==> src/rtl/carfield_addr_rule_table_if.sv <==
`default_nettype none
`timescale 1ns/1ps
// ============================================================================
// Module   : carfield_addr_rule_table_if
// Brief    : Config register bus and lookup stream of the address rule table.
//            The master drives requests; the slave is the rule table itself.
// Revision : 1.0 - initial release
// ============================================================================
interface carfield_addr_rule_table_if #(
  parameter int unsigned AddrWidth = 32,
  parameter int unsigned IdxWidth  = 4
);
  // Config register bus
  logic                 cfg_req_i;
  logic                 cfg_we_i;
  logic [11:0]          cfg_addr_i;
  logic [31:0]          cfg_wdata_i;
  logic                 cfg_gnt_o;
  logic                 cfg_rvalid_o;
  logic [31:0]          cfg_rdata_o;
  logic                 cfg_error_o;
  // Lookup stream
  logic                 lk_valid_i;
  logic                 lk_ready_o;
  logic [AddrWidth-1:0] lk_addr_i;
  logic                 lk_valid_o;
  logic                 lk_ready_i;
  logic [IdxWidth-1:0]  lk_idx_o;
  logic                 lk_hit_o;

  modport master (
    output cfg_req_i, cfg_we_i, cfg_addr_i, cfg_wdata_i,
    input  cfg_gnt_o, cfg_rvalid_o, cfg_rdata_o, cfg_error_o,
    output lk_valid_i, lk_addr_i, lk_ready_i,
    input  lk_ready_o, lk_valid_o, lk_idx_o, lk_hit_o
  );

  modport slave (
    input  cfg_req_i, cfg_we_i, cfg_addr_i, cfg_wdata_i,
    output cfg_gnt_o, cfg_rvalid_o, cfg_rdata_o, cfg_error_o,
    input  lk_valid_i, lk_addr_i, lk_ready_i,
    output lk_ready_o, lk_valid_o, lk_idx_o, lk_hit_o
  );
endinterface
`default_nettype wire

==> src/rtl/carfield_addr_rule_table.sv <==
`default_nettype none
`timescale 1ns/1ps
// ============================================================================
// Module   : carfield_addr_rule_table
// Brief    : Programmable base/size/enable address map. Software programs the
//            rules over a register bus (lockable); a one-stage pipelined lookup
//            returns the target index of the lowest matching rule, and misses
//            are counted with first-miss address capture and a level IRQ.
// Revision : 1.0 - initial release
// ============================================================================
module carfield_addr_rule_table #(
  parameter int unsigned NumRules   = 8,
  parameter int unsigned AddrWidth  = 32,
  parameter int unsigned NumTargets = 16,
  parameter int unsigned DefaultIdx = 0
) (
  input  wire logic                  clk_i,
  input  wire logic                  rst_ni,
  carfield_addr_rule_table_if.slave  bus,
  output logic                       irq_o
);

  localparam int unsigned IdxWidth = (NumTargets > 1) ? $clog2(NumTargets) : 1;
  localparam logic [IdxWidth-1:0] DefIdx = IdxWidth'(DefaultIdx);

  // Rule table and global registers
  logic [AddrWidth-1:0] base_q [NumRules];
  logic [AddrWidth-1:0] size_q [NumRules];
  logic [IdxWidth-1:0]  idx_q  [NumRules];
  logic                 en_q   [NumRules];
  logic                 lock_q, irq_en_q, irq_q;
  logic [15:0]          miss_cnt_q, miss_cnt_d;
  logic [AddrWidth-1:0] miss_addr_q, miss_addr_d;
  // Response / result registers
  logic                 cfg_rvalid_q, cfg_error_q;
  logic [31:0]          cfg_rdata_q;
  logic                 lk_valid_q, lk_hit_q;
  logic [IdxWidth-1:0]  lk_idx_q;

  // Config address decode: 16-byte slot per rule, globals at 0x100..0x10C
  logic [3:0]  w_rule;
  logic [1:0]  w_reg;
  logic        w_is_rule, w_is_glb, w_ctrl_bad, w_err, w_wr;
  logic [31:0] w_rdata;
  logic        w_hit, w_lk_acc, w_cnt_clr;
  logic [IdxWidth-1:0] w_idx;
  logic        unused_addr_lsb;

  assign w_rule    = bus.cfg_addr_i[7:4];
  assign w_reg     = bus.cfg_addr_i[3:2];
  assign w_is_rule = (bus.cfg_addr_i[11:8] == 4'd0) && ({28'd0, w_rule} < NumRules)
                     && (w_reg != 2'd3);
  assign w_is_glb  = (bus.cfg_addr_i[11:4] == 8'h10);
  // The whole field above EN is treated as IDX so out-of-range values wider
  // than IdxWidth are rejected rather than silently truncated.
  assign w_ctrl_bad = (w_reg == 2'd2) && ({4'd0, bus.cfg_wdata_i[31:4]} >= NumTargets);
  assign w_err     = !(w_is_rule || w_is_glb)
                     || (bus.cfg_we_i && w_is_rule && (lock_q || w_ctrl_bad));
  assign w_wr      = bus.cfg_req_i && bus.cfg_we_i && !w_err;
  assign w_cnt_clr = w_wr && w_is_glb && (w_reg == 2'd1);
  assign unused_addr_lsb = ^bus.cfg_addr_i[1:0];

  assign bus.cfg_gnt_o    = bus.cfg_req_i;
  assign bus.cfg_rvalid_o = cfg_rvalid_q;
  assign bus.cfg_error_o  = cfg_error_q;
  assign bus.cfg_rdata_o  = cfg_rdata_q;
  assign bus.lk_ready_o   = !lk_valid_q || bus.lk_ready_i;
  assign bus.lk_valid_o   = lk_valid_q;
  assign bus.lk_idx_o     = lk_idx_q;
  assign bus.lk_hit_o     = lk_hit_q;
  assign irq_o            = irq_q;
  assign w_lk_acc         = bus.lk_valid_i && bus.lk_ready_o;

  // Read data mux for mapped registers; unused bits read as zero
  always_comb begin
    w_rdata = '0;
    if (w_is_rule) begin
      for (int r = 0; r < int'(NumRules); r++) begin
        if (w_rule == 4'(r)) begin
          case (w_reg)
            2'd0:    w_rdata = 32'(base_q[r]);
            2'd1:    w_rdata = 32'(size_q[r]);
            2'd2:    w_rdata = 32'({idx_q[r], 3'b000, en_q[r]});
            default: w_rdata = '0;
          endcase
        end
      end
    end else if (w_is_glb) begin
      case (w_reg)
        2'd0:    w_rdata = {31'd0, lock_q};
        2'd1:    w_rdata = {16'd0, miss_cnt_q};
        2'd2:    w_rdata = 32'(miss_addr_q);
        default: w_rdata = {31'd0, irq_en_q};
      endcase
    end
  end

  // Priority match: iterate high to low so the lowest matching rule wins
  always_comb begin
    w_hit = 1'b0;
    w_idx = DefIdx;
    for (int r = int'(NumRules) - 1; r >= 0; r--) begin
      if (en_q[r] && ((bus.lk_addr_i - base_q[r]) < size_q[r])
          && (bus.lk_addr_i >= base_q[r])) begin
        w_hit = 1'b1;
        w_idx = idx_q[r];
      end
    end
  end

  // Miss accounting next state: a same-cycle counter write beats the miss
  always_comb begin
    miss_cnt_d  = miss_cnt_q;
    miss_addr_d = miss_addr_q;
    if (w_cnt_clr) begin
      miss_cnt_d = '0;
    end else if (w_lk_acc && !w_hit) begin
      if (miss_cnt_q != 16'hFFFF) miss_cnt_d = miss_cnt_q + 16'd1;
      if (miss_cnt_q == 16'd0)    miss_addr_d = bus.lk_addr_i;
    end
  end

  // Rule table writes
  always_ff @(posedge clk_i or negedge rst_ni) begin
    if (!rst_ni) begin
      for (int r = 0; r < int'(NumRules); r++) begin
        base_q[r] <= '0;
        size_q[r] <= '0;
        idx_q[r]  <= '0;
        en_q[r]   <= 1'b0;
      end
    end else if (w_wr && w_is_rule) begin
      for (int r = 0; r < int'(NumRules); r++) begin
        if (w_rule == 4'(r)) begin
          case (w_reg)
            2'd0: base_q[r] <= bus.cfg_wdata_i[AddrWidth-1:0];
            2'd1: size_q[r] <= bus.cfg_wdata_i[AddrWidth-1:0];
            default: begin
              idx_q[r] <= bus.cfg_wdata_i[IdxWidth+3:4];
              en_q[r]  <= bus.cfg_wdata_i[0];
            end
          endcase
        end
      end
    end
  end

  // Global registers: lock (set-only), irq enable, miss state, irq level
  always_ff @(posedge clk_i or negedge rst_ni) begin
    if (!rst_ni) begin
      lock_q      <= 1'b0;
      irq_en_q    <= 1'b0;
      irq_q       <= 1'b0;
      miss_cnt_q  <= '0;
      miss_addr_q <= '0;
    end else begin
      if (w_wr && w_is_glb && (w_reg == 2'd0) && bus.cfg_wdata_i[0]) lock_q <= 1'b1;
      if (w_wr && w_is_glb && (w_reg == 2'd3)) irq_en_q <= bus.cfg_wdata_i[0];
      irq_q       <= irq_en_q && (miss_cnt_q != 16'd0);
      miss_cnt_q  <= miss_cnt_d;
      miss_addr_q <= miss_addr_d;
    end
  end

  // Config response, one cycle after the grant
  always_ff @(posedge clk_i or negedge rst_ni) begin
    if (!rst_ni) begin
      cfg_rvalid_q <= 1'b0;
      cfg_error_q  <= 1'b0;
      cfg_rdata_q  <= '0;
    end else begin
      cfg_rvalid_q <= bus.cfg_req_i;
      cfg_error_q  <= bus.cfg_req_i && w_err;
      cfg_rdata_q  <= (bus.cfg_req_i && !bus.cfg_we_i && !w_err) ? w_rdata : 32'd0;
    end
  end

  // Lookup result stage; result held while downstream stalls
  always_ff @(posedge clk_i or negedge rst_ni) begin
    if (!rst_ni) begin
      lk_valid_q <= 1'b0;
      lk_hit_q   <= 1'b0;
      lk_idx_q   <= '0;
    end else if (w_lk_acc) begin
      lk_valid_q <= 1'b1;
      lk_hit_q   <= w_hit;
      lk_idx_q   <= w_idx;
    end else if (bus.lk_ready_i) begin
      lk_valid_q <= 1'b0;
    end
  end

endmodule
`default_nettype wire

==> src/flat_wrapper.sv <==
// flat-port wrapper written by rule: the top's interface ports become plain ports
module carfield_addr_rule_table_flat 
#(
  parameter int unsigned NumRules   = 8,
  parameter int unsigned AddrWidth  = 32,
  parameter int unsigned NumTargets = 16,
  parameter int unsigned DefaultIdx = 0
)
  (clk_i, rst_ni, irq_o, bus_cfg_req_i, bus_cfg_we_i, bus_cfg_addr_i, bus_cfg_wdata_i, bus_cfg_gnt_o, bus_cfg_rvalid_o, bus_cfg_rdata_o, bus_cfg_error_o, bus_lk_valid_i, bus_lk_addr_i, bus_lk_ready_i, bus_lk_ready_o, bus_lk_valid_o, bus_lk_idx_o, bus_lk_hit_o);
  carfield_addr_rule_table_if #(.AddrWidth(AddrWidth), .IdxWidth(4)) bus_i ();
  input  wire logic clk_i;
  input  wire logic rst_ni;
  output logic irq_o;
  input wire logic [$bits(bus_i.cfg_req_i)-1:0] bus_cfg_req_i;
  input wire logic [$bits(bus_i.cfg_we_i)-1:0] bus_cfg_we_i;
  input wire logic [$bits(bus_i.cfg_addr_i)-1:0] bus_cfg_addr_i;
  input wire logic [$bits(bus_i.cfg_wdata_i)-1:0] bus_cfg_wdata_i;
  output wire logic [$bits(bus_i.cfg_gnt_o)-1:0] bus_cfg_gnt_o;
  output wire logic [$bits(bus_i.cfg_rvalid_o)-1:0] bus_cfg_rvalid_o;
  output wire logic [$bits(bus_i.cfg_rdata_o)-1:0] bus_cfg_rdata_o;
  output wire logic [$bits(bus_i.cfg_error_o)-1:0] bus_cfg_error_o;
  input wire logic [$bits(bus_i.lk_valid_i)-1:0] bus_lk_valid_i;
  input wire logic [$bits(bus_i.lk_addr_i)-1:0] bus_lk_addr_i;
  input wire logic [$bits(bus_i.lk_ready_i)-1:0] bus_lk_ready_i;
  output wire logic [$bits(bus_i.lk_ready_o)-1:0] bus_lk_ready_o;
  output wire logic [$bits(bus_i.lk_valid_o)-1:0] bus_lk_valid_o;
  output wire logic [$bits(bus_i.lk_idx_o)-1:0] bus_lk_idx_o;
  output wire logic [$bits(bus_i.lk_hit_o)-1:0] bus_lk_hit_o;
  assign bus_i.cfg_req_i = bus_cfg_req_i;
  assign bus_i.cfg_we_i = bus_cfg_we_i;
  assign bus_i.cfg_addr_i = bus_cfg_addr_i;
  assign bus_i.cfg_wdata_i = bus_cfg_wdata_i;
  assign bus_cfg_gnt_o = bus_i.cfg_gnt_o;
  assign bus_cfg_rvalid_o = bus_i.cfg_rvalid_o;
  assign bus_cfg_rdata_o = bus_i.cfg_rdata_o;
  assign bus_cfg_error_o = bus_i.cfg_error_o;
  assign bus_i.lk_valid_i = bus_lk_valid_i;
  assign bus_i.lk_addr_i = bus_lk_addr_i;
  assign bus_i.lk_ready_i = bus_lk_ready_i;
  assign bus_lk_ready_o = bus_i.lk_ready_o;
  assign bus_lk_valid_o = bus_i.lk_valid_o;
  assign bus_lk_idx_o = bus_i.lk_idx_o;
  assign bus_lk_hit_o = bus_i.lk_hit_o;
  carfield_addr_rule_table #(.NumRules(NumRules), .AddrWidth(AddrWidth), .NumTargets(NumTargets), .DefaultIdx(DefaultIdx)) u_core (.clk_i(clk_i), .rst_ni(rst_ni), .bus(bus_i), .irq_o(irq_o));
endmodule
==> config.mk <==
export PLATFORM = sky130hd
export DESIGN_NAME = carfield_addr_rule_table_flat
export DESIGN_NICKNAME = d
export VERILOG_FILES = /design/src/rtl/carfield_addr_rule_table_if.sv /design/src/rtl/carfield_addr_rule_table.sv /design/src/flat_wrapper.sv
export SDC_FILE = /design/constraint.sdc
export NUM_CORES = 2
export LEC_CHECK = 0
export ABC_CLOCK_PERIOD_IN_PS = 10200
export CORE_ASPECT_RATIO = 1.2
export CORE_MARGIN = 2
export CORE_UTILIZATION = 56
export DETAILED_ROUTE_END_ITERATION = 8
export DONT_BUFFER_PORTS = 1
export MAX_ROUTING_LAYER = met4
export PLACE_DENSITY = 0.67
export SYNTH_ARGS = -nofsm -noshare
export SYNTH_HDL_FRONTEND = slang
export SYNTH_SLANG_ARGS = --single-unit
export TNS_END_PERCENT = 100
==> constraint.sdc <==
create_clock -name clk_i -period 10.2 [get_ports clk_i]
set_input_delay 1.02 -clock clk_i [delete_from_list [all_inputs] [get_ports clk_i]]
set_output_delay 1.02 -clock clk_i [all_outputs]
set_load 0.1 [all_outputs]
; After elaboration in Yosys (flattened, before gate mapping)
; Index checks and enable logic that the tools add are counted.
[totals]
latch_bits = 0
mem_count = 0
mem_bits_rw = 0
romBits = 0
in_bits = 82
word_cells = 205
reg_bits = 643
[classes]
multipliers = 0
div_mod_pow = 0
n_mux = 41
n_eq_ne = 13
shifts = 0
bitwise = 2
n_reduce_logical = 79
n_addsub = 9
magnitude_cmp = 18
[ops]
columns = cell, count
row1 = 32-bit case mux with 3 select lines, 9
row2 = 32-bit 2-to-1 mux, 11
row3 = 32-bit greater-or-equal comparator, 8
row4 = 32-bit < comparator, 8
row5 = 32-bit subtractor, 8
row6 = 3-bit AND reduction, 25
row7 = 16-bit 2-to-1 mux, 3
row8 = 1-bit logical AND, 35
row9 = 4-bit 2-to-1 mux, 8
row10 = 28-bit by 5-bit greater-or-equal comparator with 1-bit output (second input constant), 1
row11 = 16-bit by 1-bit adder with 16-bit output (second input constant), 1
row12 = 4-bit by 3-bit equality test with 1-bit output (second input constant), 4
row13 = 16-bit zero test, 1
row14 = 16-bit != test (second input constant), 1
row15 = 16-bit nonzero test, 1
row16 = 1-bit 2-to-1 mux, 10
row17 = 4-bit by 2-bit equality test with 1-bit output (second input constant), 2
row18 = 8-bit by 5-bit equality test with 1-bit output (second input constant), 1
row19 = 4-bit zero test, 2
row20 = 2-bit nonzero test, 3
row21 = 1-bit zero test, 5
row22 = 2-bit equality test (second input constant), 2
row23 = 4-bit by 1-bit equality test with 1-bit output (second input constant), 1
row24 = 1-bit logical OR, 4
row25 = other kinds (7), 8

; Longest topological paths before layout
[logic_depth]
depth_word = 16
ltp_mapped = 27
ltp_nobuf = 25

; Worst setup path after synthesis
; Ideal clock, no wire load.
[synth_timing]
kind = input to register
from = in bus_lk_addr_i[0]
to = reg u_core.miss_addr_q[10]
arrival_ps = 6253
t_required_ps = 10075
path_slack_ps = 3822
setup_time_ps = 125
cell_stages = 25
path_cell_list = inv_1 ha_1 inv_1 fa_1 a21oi_1 o211a_1 o21bai_1 a21oi_1 o21ai_0 a21boi_0 o21ai_0 a2111oi_0 nor3_1 xor2_1 ha_1 nand4_1 nor4_1 o2111ai_1 nand3_1 nor4_1 nor3b_1 nand4_2 nor3_2 buf_2 mux2_2
[synth_between]
elab_chain_cells = 15
[synth_lines]
columns = element, line
row1 = from (decl), flat_wrapper.sv:23  ; input wire logic [$bits(bus_i.lk_addr_i)-1:0] bus_lk_addr_i;
row2 = 32-bit subtractor, carfield_addr_rule_table.sv:103  ; if (en_q[r] && ((bus.lk_addr_i - base_q[r]) < size_q[r])
row3 = 32-bit < comparator, carfield_addr_rule_table.sv:103
row4 = 1-bit logical AND, carfield_addr_rule_table.sv:103
row5 = 1-bit logical AND, carfield_addr_rule_table.sv:104  ; && (bus.lk_addr_i >= base_q[r])) begin
row6 = 1-bit 2-to-1 mux (7 in a row), carfield_addr_rule_table.sv:103
row7 = 1-bit 2-to-1 mux (*), carfield_addr_rule_table.sv:103
row8 = 1-bit zero test (*), carfield_addr_rule_table.sv:117  ; end else if (w_lk_acc && !w_hit) begin
row9 = 1-bit logical AND (*), carfield_addr_rule_table.sv:117
row10 = 3-bit AND reduction (no source line) (*), n/a
row11 = to (signal assigned), carfield_addr_rule_table.sv:161  ; miss_addr_q <= miss_addr_d;
row12 = to (decl), carfield_addr_rule_table.sv:33  ; logic [AddrWidth-1:0] miss_addr_q, miss_addr_d;
; Every way passes the cells marked *; elsewhere a longest branch is shown, timed or not.
; A chain may end at the register's enable or synchronous reset.

; Worst setup path after layout
[layout_timing]
from = in bus_lk_addr_i[0]
to = reg u_core.miss_addr_q[27]
; The elaborated chain is that of the path after synthesis.

==> summary.md <==
| Metric | Value |
|---|---|
| Setup Buffers After CTS | 0 |
| FF-to-FF setup slack | 2.19 ns |
| Max clock buf depth | 3 |
| Violated checks | slew limit |
| Max Slew Vio Count | 208 |
| Clock transition at path regs | 0.06 ns |
| Ys flop type | dfrtp_1 |
| Fmax | 121 MHz |
| Via density | 6.25 |
| Vias in the first global route | 38900 |
| Initial Util | 56.6% |
| Overall routing resource usage | 34.4% |
| DR WL met3 | 8390 um |
| Tcrit/Tclk final | 80.8% |
| CP arrival | 8.76 ns |
| Syn_area_per_cell | 9.54 um2 |
| R2r startpoint | u_core.base_q[224] |
| Reg2reg end | u_core.miss_addr_q[27] |
| Req. time, crit path | 10.72 ns |
| Die area | 0.0899 mm2 |
| Worst Setup SP | bus_lk_addr_i[0] |
| # setup viols final | 0 |
| Multiplexer share of the synthesized area | 18.6% |
| Fin crit period | 8.24 ns |
| ANT nets after route | 0 |
| Dpl hpwl | 111000 um |
| Clk_lat worst skew | 0.65 ns |
| First-pass detailed-route iteration total | 6 |
| Total vias in the final route | 39100 |
| Die Y | 328 um |
| Main combinational cell family by area after synthesis | multiplexers |
| Kind of critical path | in2reg |
| Final Power | 6.55 mW |
| Post-synth cell types | 81 |
| Cell area after synthesis | 0.0490 mm2 |
| Die X | 274 um |
| Power per cell area | 124 mW/mm2 |
| EDFF count, synth | 0 |
| Yosys warnings | 0 |
| Max_slew headroom | -110% |
| Initial antenna violation count | 2 |
| Async set or reset register ratio after synthesis | 100% |
| Core area | 0.0865 mm2 |
| Post-synthesis compound-gate area fraction | 15.8% |
| Hold Vio Cnt, Final | 0 |
| RSZ-0062 raised after global routing | false |
| Largest net degree at the start of global routing | 644 |
| Clock Root Buffer | clkbuf_16 |
| GRT Residual Overflow | 0 |
| Nets | 5651 |
| FF+latch count, synth | 643 |
| Synth Area in XOR/XNOR | 3.92% |
| Top Layer Used | met4 |
| Row count | 118 |
| Filler Cells Inserted | 7644 |
| Worst-Margin Slew | 3.16 ns |
| CP Capture Point | u_core.miss_addr_q[27] |
| Metal-1 WL | 61900 um |
| Initial DRC Count | 2653 |
| DRC viols | 0 |
| Hold Path Class | in2async |
| H-tree Lvls | 3 |
| Multi-input logic area | 0.0300 mm2 |
| Critical Path Start Type | input port |
| Layout area overhead | 7.71% |
| Worst vdd ir | 0.000134 V |
| Gate Count Post-Synth | 5134 |
| Sequential share of the synthesized area | 32.8% |
| CP Max Fanout | 24 |
| Share of layout cells above drive strength 1 | 16.0% |
| Post-Synth Simple-Gate Area | 9.54% |
| Outcome | complete, but fails checks |
| CTS tree | yes |
| Post-Synth Adder-Cell Area | 13.2% |
| Crit end category | flip-flop |
| Routability cong. | 0.971 |
| CTS Buf Count | 77 |
| R2r worst-path depth | 27 |
| Register area | 0.0161 mm2 |
| Static Leakage | 23.6 nW |
| Final clock skew | 0.0279 ns |
| Resize count post-CTS | 0 |
| MaxCap Viol Count | 0 |
| Synth Net Count | 5730 |
| IO Port Bufs | 0 |
| Num Clock Sinks | 643 |
| I/O pins | 125 |
| First-pass GRT wire length | 228000 um |
| Wire per inst | 24.2 um |
| Cts hold-fix bufs | 0 |
| Metal2 WL | 73000 um |
| Routed wire length | 151000 um |
| Fin Setup TNS | 0 ns |
-- cells by family after synthesis --
family | after synthesis
adder cells (fa/ha/maj) | 514
XOR/XNOR | 219
buffers and inverters | 783
multiplexers | 835
flip-flops | 643
AO/OA/AOI/OAI | 1202
AND/OR/NAND/NOR | 938
-- synthesized netlist by cell type (all sizes together), types with 65 or more instances --
library cell / n / area (um2)
a21o: 158 / 1190
a21oi: 375 / 1880
buf: 80 / 319
clkbuf: 122 / 458
dfrtp: 643 / 16100
ha: 506 / 6330
inv: 581 / 2180
mux2: 586 / 6600
mux2i: 248 / 2480
nand2: 225 / 845
nand3: 65 / 325
nand4: 67 / 425
nor2: 228 / 858
nor3: 92 / 465
o21ai: 187 / 936
o22ai: 76 / 475
xnor2: 155 / 1360
-- cell type report --
type,instances,area share [%]
Tap cell,1140,2.70
Clock buffer,101,4.07
Antenna cell,1,0.00474
Clock inverter,40,1.01
Timing Repair Buffer,44,0.764
Multi-Input combinational cell,3708,56.8
Inverter,581,4.13
Sequential cell,643,30.5
-- worst max-delay path, stage by stage --
cell and delay, ns:
inv_1 0.18, ha_1 0.24, inv_1 0.06, fa_1 0.40, a21o_1 0.19, a21oi_1 0.29
o21bai_1 0.19, nand2_1 0.14, a21boi_0 0.14, o41ai_1 0.50, o21ai_0 0.19, buf_4 0.20
a41oi_1 0.36, o21ai_0 0.16, xor2_1 0.17, ha_1 0.30, nand2_1 0.06, o21ai_0 0.46
a2111oi_0 0.26, a211oi_1 0.63, o31a_1 0.36, o21ai_0 0.32, nor3b_1 0.42, nand4_2 0.31
buf_4 0.33, nor3_4 0.18, buf_12 0.24, mux2_2 0.37
-- worst min-delay path by stage --
stage | start | to | slack (ns) | cells after the start
after floorplan | u_core.lock_q | u_core.lock_q | 0.45 | 1
after global placement | u_core.lock_q | u_core.lock_q | 0.49 | 1
after detailed placement | u_core.lock_q | u_core.lock_q | 0.47 | 1
after CTS | rst_ni | u_core.base_q[232] | 0.06 | 0
after global routing | rst_ni | u_core.size_q[169] | 0.04 | 0
final | rst_ni | u_core.size_q[228] | 0.06 | 0
-- registers in the layout, summed over array words and instances (netlist names), 4 cells and up --
register,flops
u_core.bus.lk_idx_o,4
u_core.miss_cnt_q,16
u_core.base_q,256
u_core.idx_q,32
u_core.bus.cfg_rdata_o,32
u_core.size_q,256
u_core.miss_addr_q,32
u_core.en_q,8
-- power by group --
part	internal, mW	leakage (nW)	switching (mW)
clock network	1.77	1.31	1.19
registers	2.57	8.91	0.0506
logic	0.425	13.4	0.548
-- layer usage --
metal	vias up	GRT usage, %
met2	1109	56.9
met3	306	3.95
li1	18300	-
met1	19300	42.2
met5	-	-
met4	0	15.8
-- cells in the final DEF, fill, tap and decap left out, drive strengths merged, types with 16 or more instances in the layout --
| master | instances |
|---|---|
| clkbuf | 101 |
| a221oi | 32 |
| mux2i | 248 |
| nand2b | 45 |
| and3 | 36 |
| or2 | 22 |
| o21a | 46 |
| dfrtp | 643 |
| inv | 586 |
| o211ai | 21 |
| nand3 | 65 |
| a21oi | 375 |
| nor2 | 228 |
| nor4 | 32 |
| xor2 | 64 |
| nand2 | 225 |
| a2111oi | 17 |
| a21o | 158 |
| a211oi | 60 |
| o22ai | 76 |
| buf | 44 |
| nor2b | 36 |
| o31ai | 31 |
| and2 | 21 |
| ha | 506 |
| mux2 | 586 |
| o21ai | 187 |
| xnor2 | 155 |
| clkinv | 18 |
| o21bai | 45 |
| nand4 | 67 |
| nor3 | 92 |
| and4 | 19 |
| a21boi | 16 |
| a31oi | 36 |
-- through the flow --
step / setup WS (ns) / hold WS (ns) / area (um2) / utilization [%] / cells
floorplan: 3.82 / 0.450 / 49000 / - / 5134
global placement: 1.56 / 0.486 / 50000 / 57.8 / 6113
detailed placement: 1.51 / 0.473 / 50000 / 57.8 / 6113
CTS: 2.14 / 0.0557 / 52700 / 60.9 / 6254
global route: 1.71 / 0.0435 / 52800 / 61.0 / 6257
finish: 1.96 / 0.0599 / 52800 / 61.0 / 6258
No activity file was read; power rests on OpenSTA's default activity.
